$ cat src/rtl/wb_uart_pkg.sv
// Shared definitions for the UART receive buffer slice.
//  - Wishbone register addresses (DATA / STATUS)
//  - STATUS register bit positions
//  - Capture FSM state encoding
//  - Helper that packs the STATUS byte
package wb_uart_pkg;

  localparam logic ADR_DATA   = 1'b0;
  localparam logic ADR_STATUS = 1'b1;

  localparam int ST_NEMPTY = 0;
  localparam int ST_FULL   = 1;
  localparam int ST_OVR    = 2;

  typedef enum logic {
    CAP_IDLE = 1'b0,
    CAP_ACK  = 1'b1
  } cap_state_t;

  function automatic logic [7:0] pack_status(input logic ovr, input logic full,
                                             input logic nempty);
    logic [7:0] s;
    s            = 8'h00;
    s[ST_OVR]    = ovr;
    s[ST_FULL]   = full;
    s[ST_NEMPTY] = nempty;
    return s;
  endfunction

endpackage

$ cat src/rtl/fifo_sync.sv
// Single-clock FIFO with occupancy count.
//  Ports:
//   clk, rst    clock, asynchronous active-high reset (pointers/count only)
//   push, din   write request and data
//   pop         read request; ignored while empty
//   dout        head entry (valid while ~empty)
//   full, empty occupancy flags
//   push_drop   push was rejected this cycle (full and no pop)
//  A push while full is accepted when a pop happens in the same cycle.
module fifo_sync #(
  parameter int WIDTH = 8,
  parameter int DEPTH = 16
) (
  input  logic             clk,
  input  logic             rst,
  input  logic             push,
  input  logic [WIDTH-1:0] din,
  input  logic             pop,
  output logic [WIDTH-1:0] dout,
  output logic             full,
  output logic             empty,
  output logic             push_drop
);

  localparam int AW = $clog2(DEPTH);

  logic [WIDTH-1:0] mem [DEPTH];
  logic [AW-1:0]    wr_ptr, rd_ptr;
  logic [AW:0]      count;
  logic             pop_ok, push_ok;

  assign full      = (count == (AW+1)'(DEPTH));
  assign empty     = (count == '0);
  assign pop_ok    = pop & ~empty;
  assign push_ok   = push & (~full | pop_ok);
  assign push_drop = push & ~push_ok;
  assign dout      = mem[rd_ptr];

  // Pointers wrap naturally because DEPTH is a power of two.
  always_ff @(posedge clk or posedge rst) begin
    if (rst) begin
      wr_ptr <= '0;
      rd_ptr <= '0;
      count  <= '0;
    end else begin
      if (push_ok) wr_ptr <= wr_ptr + 1'b1;
      if (pop_ok)  rd_ptr <= rd_ptr + 1'b1;
      case ({push_ok, pop_ok})
        2'b10:   count <= count + 1'b1;
        2'b01:   count <= count - 1'b1;
        default: count <= count;
      endcase
    end
  end

  // NOTE: storage has no reset; entries are only observable once written,
  // and leaving them out of reset lets the array map onto plain RAM.
  always_ff @(posedge clk) begin
    if (push_ok) mem[wr_ptr] <= din;
  end

endmodule

$ cat src/rtl/wb_uart_rx_fifo.sv
// Receive-side buffer between a UART receiver and a Wishbone CPU bus.
//  Ports:
//   wb_clk_i, wb_rst_i   clock, asynchronous active-high reset
//   wb_stb_i, wb_we_i    Wishbone strobe / write enable
//   wb_adr_i             0 = DATA, 1 = STATUS
//   wb_dat_i, wb_dat_o   write data (STATUS only) / registered read data
//   wb_ack_o             registered ack, one cycle after a strobe
//   int_o                high while the FIFO holds data
//   rx_int_i, rx_dat_i   receiver byte-ready level and its byte
//   rx_stb_o             one-cycle pulse that clears the receiver interrupt
//  STATUS = {5'b0, overrun, full, not_empty}. Writing STATUS with bit 2 set
//  clears the sticky overrun flag.
module wb_uart_rx_fifo
  import wb_uart_pkg::*;
#(
  parameter int DEPTH = 16
) (
  input  logic       wb_clk_i,
  input  logic       wb_rst_i,
  input  logic       wb_stb_i,
  input  logic       wb_we_i,
  input  logic       wb_adr_i,
  input  logic [7:0] wb_dat_i,
  output logic [7:0] wb_dat_o,
  output logic       wb_ack_o,
  output logic       int_o,
  input  logic       rx_int_i,
  input  logic [7:0] rx_dat_i,
  output logic       rx_stb_o
);

  cap_state_t state, state_next;
  logic       cap_push;
  logic       xfer, rd_data, rd_status, wr_status;
  logic [7:0] fifo_head;
  logic       fifo_full, fifo_empty, push_drop;
  logic       overrun;
  logic       unused_dat;

  // Only bit 2 of a STATUS write carries meaning.
  assign unused_dat = ^{wb_dat_i[7:3], wb_dat_i[1:0]};

  // ---------------- capture FSM ----------------
  always_ff @(posedge wb_clk_i or posedge wb_rst_i) begin
    if (wb_rst_i) state <= CAP_IDLE;
    else          state <= state_next;
  end

  // NOTE: every output of a combinational block gets a default before the
  // case statement, so no path leaves a signal unassigned (no latch).
  always_comb begin
    state_next = state;
    cap_push   = 1'b0;
    case (state)
      CAP_IDLE: if (rx_int_i) begin
        cap_push   = 1'b1;
        state_next = CAP_ACK;
      end
      // The receiver drops rx_int_i on the edge that leaves ACK, so it is
      // not sampled here; that guarantees one push per byte.
      CAP_ACK:  state_next = CAP_IDLE;
      default:  state_next = CAP_IDLE;
    endcase
  end

  // The strobe is exactly the one cycle spent in ACK, straight from a flop.
  assign rx_stb_o = (state == CAP_ACK);

  // ---------------- Wishbone decode ----------------
  assign xfer      = wb_stb_i & ~wb_ack_o;
  assign rd_data   = xfer & ~wb_we_i & (wb_adr_i == ADR_DATA);
  assign rd_status = xfer & ~wb_we_i & (wb_adr_i == ADR_STATUS);
  assign wr_status = xfer &  wb_we_i & (wb_adr_i == ADR_STATUS);

  fifo_sync #(.WIDTH(8), .DEPTH(DEPTH)) u_fifo (
    .clk       (wb_clk_i),
    .rst       (wb_rst_i),
    .push      (cap_push),
    .din       (rx_dat_i),
    .pop       (rd_data),
    .dout      (fifo_head),
    .full      (fifo_full),
    .empty     (fifo_empty),
    .push_drop (push_drop)
  );

  always_ff @(posedge wb_clk_i or posedge wb_rst_i) begin
    if (wb_rst_i) begin
      wb_ack_o <= 1'b0;
      wb_dat_o <= 8'h00;
      overrun  <= 1'b0;
    end else begin
      wb_ack_o <= wb_stb_i & ~wb_ack_o;
      if (rd_data)        wb_dat_o <= fifo_empty ? 8'h00 : fifo_head;
      else if (rd_status) wb_dat_o <= pack_status(overrun, fifo_full, ~fifo_empty);
      // A dropped byte in the same cycle as a clear leaves the flag set.
      if (push_drop)                         overrun <= 1'b1;
      else if (wr_status && wb_dat_i[ST_OVR]) overrun <= 1'b0;
    end
  end

  // Derived from the registered count, so it falls right after the last pop.
  assign int_o = ~fifo_empty;

endmodule

$ cat config.mk
export PLATFORM = sky130hd
export DESIGN_NAME = wb_uart_rx_fifo
export DESIGN_NICKNAME = d
export VERILOG_FILES = /design/src/rtl/wb_uart_pkg.sv /design/src/rtl/fifo_sync.sv /design/src/rtl/wb_uart_rx_fifo.sv
export SDC_FILE = /design/constraint.sdc
export NUM_CORES = 1
export LEC_CHECK = 0
export BUFFER_PORTS_ARGS = -buffer_cell sky130_fd_sc_hd__buf_2
export CORE_UTILIZATION = 25
export CTS_CLUSTER_DIAMETER = 120
export DETAILED_ROUTE_END_ITERATION = 12
export GPL_TIMING_DRIVEN = 0
export PLACE_DENSITY = 0.5
export SKIP_CTS_REPAIR_TIMING = 1
export SYNTH_ARGS = -nofsm -noshare
export SYNTH_HDL_FRONTEND = slang
export SYNTH_SLANG_ARGS = --single-unit
$ cat constraint.sdc
create_clock -name wb_clk_i -period 3.35 [get_ports wb_clk_i]
set_input_delay 0.5025 -clock wb_clk_i [delete_from_list [all_inputs] [get_ports wb_clk_i]]
set_output_delay 0.5025 -clock wb_clk_i [all_outputs]
set_load 0.01 [all_outputs]
==> metrics.csv <==
stage,metric,value,unit
status,outcome,"finished, final reports clean",
clock_network,Max clock buf depth,2,
power,Pwr Density,803,nW/um^2
sta,clock skew,0.0111,ns
flow_run,Max Cap Viol,0,
sta,final worst-path cycle share,0.934,
layout,synthesis-to-layout area growth,18.3,%
clock_network,root buffer cell,clkbuf_16,
worst_setup_path,Startpoint Class,register,
worst_setup_path,"Critical Path, Cell by Cell",clkbuf_1 > nor4_2 > nor2b_2 > nor2_1 > buf_2 > ha_1 > clkbuf_2 > xor2_1 > ha_1 > o21a_1 > o21ai_0 > nand3b_1 > a21oi_1 > xor2_1,
route,starting DRC count in detailed routing,237,
worst_setup_path,Crit path arrival time,3.47,ns
clock_network,Clock transition at path regs,0.06,ns
placed_design,DP HPWL,8760,um
worst_setup_path,cells on worst reg2reg path,14,
sta,Max Freq,320,MHz
yosys,compound-gate portion of the synthesized area,0.0423,
route,DRT Pass-1 Iters,4,
worst_setup_path,Crit Path Class,reg2reg,
floorplan,DIE WIDTH,160,um
yosys,Post-synth top flop,edfxtp_1,
yosys,Mapped Nets,377,
global_route,largest net degree at the start of global routing,25,
placed_design,GPL Wtd Cong,0.736,
layout,"commonest non-fill, non-tap cell in the layout",edfxtp_1,
global_route,first-pass GRT wire length,20100,um
hold_path,hold crit path type,in2async,
clock_network,total CTS buffers,17,
worst_setup_path,RR Endpoint,u_fifo.count[4]$_DFFE_PP0P_,
placed_design,Setup WS pre-CTS,-0.131,ns
clock_network,Worst-Skew Late Latency,0.42,ns
floorplan,core area,24400,sq um
clock_network,htree depth,4,
yosys,synth unique cells,43,
layout,share of layout cells above drive strength 1,0.244,
yosys,Post-Synth Simple-Gate Area,0.0562,
route,antenna-violating nets left,0,
floorplan,total I/O pin count,33,
sta,fin crit period,3.13,ns
yosys,Synth Area in XOR/XNOR,0.0183,
route,Routed Wire Length,13400,um
sta,endpoints failing setup,0,
worst_setup_path,Crit path required time,3.69,ns
sta,slew margin rel.,0.176,
power,total leakage power,2.48,nW
sta,Final Max Tran Viols,0,
power,"Power, Total",5.93,mW
yosys,synth warn,0,
yosys,async set-reset flop share out of synthesis,0.158,
floorplan,Cell Rows,57,
floorplan,Starting Density,0.256,
placed_design,Port Buffers,25,
yosys,Cells after Synth,346,
yosys,multiplexer area fraction after synthesis,0.127,
worst_setup_path,critical-path maximum fanout,11,
global_route,gr ovfl total,0,
worst_setup_path,critical path's largest stage delay,0.37,ns
yosys,Yosys reg bits,152,
route,routed len/inst,18.5,um
worst_setup_path,r2r setup slk,0.22,ns
route,drt drc,0,
yosys,"Seq/Total Area, Yosys",0.713,
layout,fin nets,421,
sta,slew of the pin with the lowest slew margin,1.23,ns
global_route,initial antenna violation count,0,
power,worst vdd ir,0.415,mV
worst_setup_path,slowest CP cell,nor4_2,
yosys,Mean Syn Cell Area,18.0,sq um
clock_network,CTS tree,done,
clock_network,clk sinks,152,
yosys,Post-Synth Adder-Cell Area,0.0181,
sta,final setup margin,0.223,ns
global_route,number of global-route vias before repair,3227,
layout,most frequent cells in the layout,"edfxtp_1, buf_2, dfrtp_1",
layout,ANT cells,0,
floorplan,area of the die,25600,sq um
global_route,Tot GR Track Use,0.109,
worst_setup_path,worst flop-to-flop path startpoint,u_fifo.count[1]$_DFFE_PP0P_,
floorplan,Die Ht,160,um
yosys,Post-Synthesis Cell Area,6240,sq um
yosys,largest family of logic cells by synthesized area,multiplexers,
route,post-DR vias/cell,4.43,
sta,final hold viol count,0,
worst_setup_path,CP Capture Type,register,
route,vias,3213,
yosys,Post-synth EDFFs,128,
==> final cells by class <==
class	count	area [sq um]
timing repair buffer	25	125
fill	2385	17000
multi-input combinational	167	1660
sequential	152	4440
inverter	6	22.5
buffer	21	138
clock inverter	12	153
clock buffer	18	429
tap	324	405
==> power breakdown <==
part / total, mW / switching, mW / leakage [nW] / internal, mW
combinational: 1.64 / 0.909 / 0.766 / 0.734
clock: 1.89 / 0.730 / 0.266 / 1.16
sequential: 2.39 / 0.109 / 1.45 / 2.28
total: 5.93 / 1.75 / 2.48 / 4.18
==> kinds of logic (layout without fill, tap and decap cells) <==
logic type                 after synthesis  after routing
DFF                                    152            152
muxes                                   40             40
AOI/OAI and AO/OA                       39             39
and+or+nand+nor                         66             66
adders and majority gates                9              9
buffers and inverters                   27             82
xor gates and xnor gates                13             13
==> routing by layer <==
layer	wire, um	vias to the layer above	share of wire	global-route usage
met2	6400	88	0.48	0.171
met3	666	14	0.050	0.0312
met5	0	-	0	0
li1	-	1455	-	-
met1	6160	1656	0.46	0.142
met4	174	0	0.013	0.0455
==> worst max-delay path, delay by kind of cell, from the launching register on <==
family          cells  cell delay (ns)
simple gates        4             0.84
buf+inv             3             0.58
compound gates      3             0.52
fa+ha+maj           2             0.45
flops               1             0.36
xor+xnor            2             0.31
==> registers in the layout, summed over array words and instances (netlist names) <==
signal / count
rx_stb_o: 1
overrun: 1
wb_dat_o: 8
u_fifo.count: 5
u_fifo.rd_ptr: 4
u_fifo.wr_ptr: 4
wb_ack_o: 1
u_fifo.mem: 128
==> synth_stat cells, types with 4 or more instances <==
| library cell | instances | area share |
|---|---|---|
| o21ai_1 | 4 | 0.0032 |
| dfrtp_1 | 24 | 0.096 |
| mux4_2 | 22 | 0.079 |
| ha_1 | 9 | 0.018 |
| mux4_1 | 7 | 0.029 |
| and2_1 | 4 | 0.0040 |
| a31oi_1 | 8 | 0.0080 |
| nand2b_1 | 5 | 0.0050 |
| nor2b_1 | 9 | 0.0090 |
| o21ai_0 | 6 | 0.0048 |
| mux2i_1 | 9 | 0.014 |
| inv_1 | 6 | 0.0036 |
| clkbuf_1 | 7 | 0.0042 |
| nor2_1 | 18 | 0.011 |
| buf_2 | 5 | 0.0040 |
| a22o_1 | 6 | 0.0084 |
| xnor2_1 | 6 | 0.0084 |
| edfxtp_1 | 128 | 0.62 |
| nand2_1 | 10 | 0.0060 |
| nor3_1 | 4 | 0.0032 |
| xor2_1 | 7 | 0.0098 |
| nand4_1 | 4 | 0.0040 |
==> through the flow <==
| stage | hold WS (ns) | instance area, sq um | utilization | TNS (ns) | cells |
|---|---|---|---|---|---|
| floorplan | 0.465 | 6240 | - | 0 | 346 |
| global placement | 0.439 | 6770 | 0.277 | -3.74 | 695 |
| detailed placement | 0.444 | 6790 | 0.278 | -0.131 | 695 |
| CTS | 0.308 | 7370 | 0.302 | 0 | 725 |
| global route | 0.373 | 7380 | 0.303 | -0.00332 | 725 |
| finish | 0.293 | 7380 | 0.303 | 0 | 725 |
==> worst max-delay path by stage <==
stage / from / to / slack (ns) / depth (start not counted)
6_report: u_fifo.count[1]$_DFFE_PP0P_ / u_fifo.count[4]$_DFFE_PP0P_ / 0.22 / 14
5_1_grt: u_fifo.count[2]$_DFFE_PP0P_ / u_fifo.count[4]$_DFFE_PP0P_ / -0.003 / 14
4_1_cts: u_fifo.count[1]$_DFFE_PP0P_ / u_fifo.count[4]$_DFFE_PP0P_ / 0.04 / 14
3_5_place_dp: wb_adr_i / u_fifo.count[4]$_DFFE_PP0P_ / -0.13 / 13
3_3_place_gp: wb_adr_i / u_fifo.mem[1][5]$_DFFE_PP_ / -0.14 / 7
2_1_floorplan: wb_adr_i / u_fifo.count[4]$_DFFE_PP0P_ / 0.32 / 14
No activity file was read; power rests on OpenSTA's default activity.
